[src/rtl/fetch_unit_pkg.sv]
// fetch_unit_pkg: shared constants, IF/ID record type and PC helpers for the
// fetch stage. The address range check helper is only referenced when the
// design is built with FETCH_EXC_EN defined.
package fetch_unit_pkg;

  localparam logic [31:0] PC_RESET = 32'h0000_3000;
  localparam logic [31:0] IMEM_LO  = 32'h0000_3000;
  localparam logic [31:0] IMEM_HI  = 32'h0000_6FFC;
  localparam logic [31:0] NOP      = 32'h0000_0000;
  localparam logic [4:0]  EXC_ADEL = 5'd4;
  localparam logic [4:0]  EXC_NONE = 5'd0;

  // Contents of the IF/ID pipeline register, exception code kept separately
  // so that it can vanish entirely when the exception check is not built.
  typedef struct packed {
    logic [31:0] instr;
    logic [31:0] pc;
    logic [31:0] pc4;
    logic [31:0] pc8;
    logic        valid;
  } ifid_t;

  localparam ifid_t IFID_BUBBLE = '{
    instr: NOP,
    pc:    32'h0000_0000,
    pc4:   32'h0000_0000,
    pc8:   32'h0000_0000,
    valid: 1'b0
  };

  // PC arithmetic wraps modulo 2^32 by construction of the 32-bit result.
  function automatic logic [31:0] pc_plus(input logic [31:0] pc, input logic [31:0] inc);
    return pc + inc;
  endfunction

  // A fetch address faults when misaligned or outside instruction memory.
  function automatic logic pc_fault(input logic [31:0] pc);
    return (pc[1:0] != 2'b00) || (pc < IMEM_LO) || (pc > IMEM_HI);
  endfunction

endpackage

[src/rtl/fetch_unit_pc_reg.sv]
// pc_reg: program counter with stall hold and redirect select. Stall has
// priority over a redirect; a redirect seen during a stall is dropped, the
// next-PC unit keeps presenting it until the stall clears.
module pc_reg
  import fetch_unit_pkg::*;
(
  input  logic        clk,
  input  logic        reset,
  input  logic        stall,
  input  logic        pc_sel,
  input  logic [31:0] npc,
  output logic [31:0] pc,
  output logic [31:0] pc4
);

  assign pc4 = pc_plus(pc, 32'd4);

  // Hold on stall, otherwise load the redirect target (unmasked) or pc+4.
  always_ff @(posedge clk or posedge reset) begin
    if (reset) begin
      pc <= PC_RESET;
    end else if (!stall) begin
      pc <= pc_sel ? npc : pc4;
    end
  end

endmodule

[src/rtl/fetch_unit.sv]
// fetch_unit: instruction fetch stage. Drives the instruction memory address
// from the PC and captures the returned instruction plus PC, PC+4 and PC+8
// into the IF/ID register. Defining FETCH_EXC_EN adds an address error check
// that replaces a faulting fetch with a nop tagged with the AdEL code.
module fetch_unit
  import fetch_unit_pkg::*;
(
  input  logic        clk,
  input  logic        reset,
  input  logic [31:0] npc,
  input  logic        pc_sel,
  input  logic        stall,
  input  logic        flush,
  input  logic [31:0] imem_rdata,
  output logic [31:0] imem_addr,
  output logic [31:0] pc_f,
  output logic [31:0] pc4_f,
  output logic [31:0] instr_d,
  output logic [31:0] pc_d,
  output logic [31:0] pc4_d,
  output logic [31:0] pc8_d,
  output logic        valid_d,
  output logic [4:0]  exc_d
);

  ifid_t ifid_q;
  ifid_t capture;

  pc_reg u_pc_reg (
    .clk    (clk),
    .reset  (reset),
    .stall  (stall),
    .pc_sel (pc_sel),
    .npc    (npc),
    .pc     (pc_f),
    .pc4    (pc4_f)
  );

  assign imem_addr = pc_f;

`ifdef FETCH_EXC_EN
  logic       fault;
  logic [4:0] exc_q;

  assign fault = pc_fault(pc_f);
`endif

  // Assemble what the IF/ID register would take on an unstalled cycle.
  always_comb begin
    capture.instr = imem_rdata;
    capture.pc    = pc_f;
    capture.pc4   = pc4_f;
    capture.pc8   = pc_plus(pc_f, 32'd8);
    capture.valid = 1'b1;
`ifdef FETCH_EXC_EN
    if (fault) begin
      capture.instr = NOP;
    end
`endif
  end

  // IF/ID register: flush beats stall, stall holds, otherwise capture.
  always_ff @(posedge clk or posedge reset) begin
    if (reset) begin
      ifid_q <= IFID_BUBBLE;
    end else if (flush) begin
      ifid_q <= IFID_BUBBLE;
    end else if (!stall) begin
      ifid_q <= capture;
    end
  end

`ifdef FETCH_EXC_EN
  // Exception code follows the same flush/stall/capture priority as IF/ID.
  always_ff @(posedge clk or posedge reset) begin
    if (reset) begin
      exc_q <= EXC_NONE;
    end else if (flush) begin
      exc_q <= EXC_NONE;
    end else if (!stall) begin
      exc_q <= fault ? EXC_ADEL : EXC_NONE;
    end
  end

  assign exc_d = exc_q;
`else
  assign exc_d = EXC_NONE;
`endif

  assign instr_d = ifid_q.instr;
  assign pc_d    = ifid_q.pc;
  assign pc4_d   = ifid_q.pc4;
  assign pc8_d   = ifid_q.pc8;
  assign valid_d = ifid_q.valid;

endmodule

[config.mk]
export PLATFORM = sky130hd
export DESIGN_NAME = fetch_unit
export DESIGN_NICKNAME = d
export VERILOG_FILES = /design/src/rtl/fetch_unit_pkg.sv /design/src/rtl/fetch_unit_pc_reg.sv /design/src/rtl/fetch_unit.sv
export SDC_FILE = /design/constraint.sdc
export NUM_CORES = 1
export LEC_CHECK = 0
export CAP_MARGIN = 20
export CORE_ASPECT_RATIO = 0.9
export CORE_UTILIZATION = 34
export CTS_BUF_LIST = sky130_fd_sc_hd__clkbuf_2
export CTS_CLUSTER_DIAMETER = 200
export CTS_CLUSTER_SIZE = 25
export DETAILED_ROUTE_END_ITERATION = 10
export PLACE_DENSITY = 0.69
export SLEW_MARGIN = 20
export SYNTH_ARGS = -nofsm -noshare
export SYNTH_HDL_FRONTEND = slang
export SYNTH_HIERARCHICAL = 1
export SYNTH_SLANG_ARGS = --single-unit
[constraint.sdc]
create_clock -name clk -period 11.9 [get_ports clk]
set_input_delay 1.19 -clock clk [delete_from_list [all_inputs] [get_ports clk]]
set_output_delay 1.19 -clock clk [all_outputs]
set_load 0.05 [all_outputs]
* Yosys cells after proc, flatten, opt, wreduce, memory -nomap -nowiden
Cells that the tools add are included.
** Storage, ports and cells
- Register bits :: 161
- Input bits :: 69
- Output and inout bits :: 230
- Logic and storage cells :: 12
** Operators by class
- Add/sub/neg operators :: 2
- Equality and inequality tests :: 1
- Mux-type cells :: 3
** Operators by type and width (count)
- 2-to-1 mux 129 bit :: 2
- adder 32 x 3 -> 32 bit (second input constant) :: 1
- adder 32 x 4 -> 32 bit (second input constant) :: 1
- 2-to-1 mux 32 bit :: 1
- inequality test 2 x 1 -> 1 bit (second input constant) :: 1

* Longest topological paths before layout
- Depth after elaboration :: 3
- Gate-level depth with buffers :: 8

* Hierarchy
The synthesis kept the hierarchy.
** Modules (own cells, without submodules)
- fetch_unit :: times used 1, cells an instance 549, area an instance 5883.1 µm²
- pc_reg :: times used 1, cells an instance 287, area an instance 2441.1 µm²

* Worst setup path before layout
Ideal clock, no wire load.
- Path type :: register to output
- From :: register u_pc_reg.pc[3]
- To :: output port pc4_f[30]
- Arrival :: 2832 ps
- Required time :: 10710 ps
- Setup slack :: 7878 ps
- Cell stages (with the launch flop) :: 7
- Buffers on the path :: 0
- Cells stage by stage :: dfrtp_1 > ha_1 > nand3_2 > nor3_4 > nand3_2 > nor4_2 > xor2_1
** On the way
- Word-level cells in the longest chain between the ends :: 1
** Ends and longest elaborated chain
- start: declaration :: line fetch_unit_pc_reg.sv:12 : output logic [31:0] pc,
- start signal: assignment :: line fetch_unit_pc_reg.sv:23 : pc <= pc_sel ? npc : pc4;
- adder 32 x 3 -> 32 bit :: line fetch_unit_pkg.sv:33 : return pc + inc;
- end: declaration :: line fetch_unit.sv:17 : output logic [31:0] pc4_f,
No other way between the ends.

* Worst setup path after layout
Same ends and word-level chain as after synthesis.

==> results.sh <==
export IMPL_r2r_start="u_pc_reg/pc[9]"
export IMPL_die_w_um=166.9
export IMPL_synth_compound_area_frac=0.09319
export IMPL_pin_count=299
export IMPL_ys_warn_count=6
export IMPL_powerDensity_nw_per_um2=149.1
export IMPL_max_freq_mhz=195.9
export IMPL_gp_congestion=0.8379
export IMPL_portBuffers=293
export IMPL_hold_path_class="flop to flop"
export IMPL_groute_usage_overall=0.2159
export IMPL_yosys_register_bits=158
export IMPL_mostFrequentLayoutCells="clkdlybuf4s50_1 (291), dfrtp_1 (156), nor2_1 (150)"
export IMPL_maxCapViolations=0
export IMPL_grt_pass1_vias=6958
export IMPL_synth_edf_count=0
export IMPL_grt_pass1_wl_mm=41.88
export IMPL_wl_per_cell_um=19.53
export IMPL_slew_headroom=0.3239
export IMPL_die_area_sq_um=25110
export IMPL_end_kind="output port"
export IMPL_initial_utilization=0.3516
export IMPL_start_kind="flop"
export IMPL_maxSlewViolCount=0
export IMPL_hold_slack_ps=540.3
export IMPL_crit_arrival_ps=3910
export IMPL_clk_path_buf_depth=2
export IMPL_syn_inst=836
export IMPL_finalCriticalPeriod_ps=5103
export IMPL_ys_seq_area_frac=0.4753
export IMPL_syn_to_final_growth_pct=37.34
export IMPL_core_sq_um=23670
export IMPL_worst_pin_slew_ps=1014
export IMPL_vias=7143
export IMPL_synth_top_flop_cell="dfrtp_1"
export IMPL_worstSetupPathType="flop to output port"
export IMPL_ir_drop_mv=0.09771
export IMPL_cts_sinks=158
export IMPL_p_leak_nw=4.846
export IMPL_dp_hpwl_mm=19.03
export IMPL_crit_start="u_pc_reg/pc[3]"
export IMPL_final_common_cell="clkdlybuf4s50_1"
export IMPL_worstPathRequired_ps=10710
export IMPL_final_area_sq_um=11430
export IMPL_post_cts_buffers=0
export IMPL_rrSetupSlack_ps=9060
export IMPL_antenna_found_initial=2
export IMPL_root_buffer="clkbuf_2"
export IMPL_dr_pass1_iters=4
export IMPL_cts_resized=0
export IMPL_grt_overflow=0
export IMPL_placed_area_sq_um=11170
export IMPL_cts_max_level=4
export IMPL_num_rows=53
export IMPL_cts_tree="yes"
export IMPL_synth_area_sq_um=8324
export IMPL_path_max_fanout=11
export IMPL_grt_max_degree=91
export IMPL_cts_buffers=17
export IMPL_drtIter0Drc=541
export IMPL_routed_via_density=5.180
export IMPL_die_h_um=150.4
export IMPL_clk_latency_ps=730
export IMPL_status="finished, final reports clean"
export IMPL_synth_mux_area_frac=0.1214
export IMPL_finalSetupViolCount=0
export IMPL_nets=1134
export IMPL_drive_above_1_share=0.06320
export IMPL_synth_top_family_by_area="simple AND/OR/NAND/NOR gates"
export IMPL_yosys_area_share_xor_xnor=0.04209
export IMPL_async_flop_share=1.000
export IMPL_cts_hold_buf=0
export IMPL_postRouteAntennaNets=0
export IMPL_ys_types=66
export IMPL_clock_skew_ps=45.88
export IMPL_wl_mm=26.93
export IMPL_fin_util=0.4829
export IMPL_synthAdderAreaFrac=0.003006
export IMPL_rsz0062_at_grt="no"
export IMPL_fin_crit_sh=0.4289
export IMPL_hold_viol_final=0
export IMPL_yosys_area_share_simple=0.1912
export IMPL_setup_tns_ps=0
export IMPL_path_clk_slew_ps=260
export IMPL_synth_avg_cell_area_sq_um=9.957
export IMPL_drc_errors=0
export IMPL_worst_hold_startpoint="valid_d"
==> per-stage QoR <==
stage | instances | worst slack, ps | total power (W)
after CTS | 1378 | 6778 | 0.001720
after detailed placement | 1346 | 7676 | 0.001385
final | 1379 | 6797 | 0.001704
after floorplan | 840 | 7354 | 0.001145
after global routing | 1379 | 6491 | 0.001785
after global placement | 1346 | 7745 | 0.001380
==> path summary, 6_finish.rpt <==
check / endpoint / cells past startpoint
max in group asynchronous: pc_d[22] / 3
min reg2reg: valid_d / 2
max reg2reg: pc8_d[27] / 4
min: valid_d / 2
max: pc4_f[30] / 7
min in group asynchronous: instr_d[30] / 2
==> critical path: stages (launching register included) <==
cell and delay [ps]:
dfrtp_1 620, ha_1 330, nand3_2 200, nor3_4 370, nand3_2 190, nor4_2 360, xor2_1 280, clkdlybuf4s50_1 850
==> Yosys cell counts, drive strengths merged (2+ instances only) <==
cell type	count	area (sq um)
inv	17	63.81
nor3b	2	15.01
a21oi	17	85.08
o311ai	2	17.52
nand4	15	151.4
or3	8	60.06
nor3	14	96.35
clkbuf	37	141.4
a22oi	15	112.6
or4	11	82.58
a311o	2	20.02
o211ai	4	30.03
o31ai	7	52.55
nand3	36	205.2
dfstp	2	52.55
ha	2	25.02
and4	7	62.56
o22a	2	17.52
nand2b	2	12.51
nor2b	2	12.51
nor4b	2	17.52
o21ai	22	110.1
a211oi	12	90.09
nand2	38	142.6
nor4	10	98.84
xor2	11	96.34
buf	60	401.6
a311oi	14	122.6
nor2	152	580.6
and3	4	25.02
xnor2	29	254.0
mux2i	101	1011
o31a	2	17.52
a31oi	4	25.02
dfrtp	156	3904
==> cells by family after synthesis <==
family | after synthesis
simple gates | 307
flops | 158
buf+inv | 115
mux | 101
xor+xnor | 40
compound gates | 112
other cells | 1
fa+ha+maj | 2
==> cell type report <==
class	count	area (sq um)
Fill cell	2266	12240
Multi-Input combinational cell	567	3772
Clock inverter	15	173.9
Clock buffer	17	85.08
Timing Repair Buffer	301	2992
Inverter	18	72.57
Sequential cell	158	3956
Tap cell	302	377.9
Antenna cell	1	2.502
==> per-layer routing <==
layer | vias up | share of wire | track usage
li1 | 3369 | - | -
met5 | - | 0 | 0
met4 | 0 | 0.012 | 0.04861
met3 | 21 | 0.065 | 0.05967
met1 | 3525 | 0.46 | 0.3000
met2 | 228 | 0.46 | 0.3335
==> report_power, final <==
group	total, W	switching (W)	internal [W]
clock network	0.000331	0.000226	0.000105
registers	0.000682	0.0000946	0.000587
logic	0.000692	0.000464	0.000228
(Power assumes the default switching activity.)
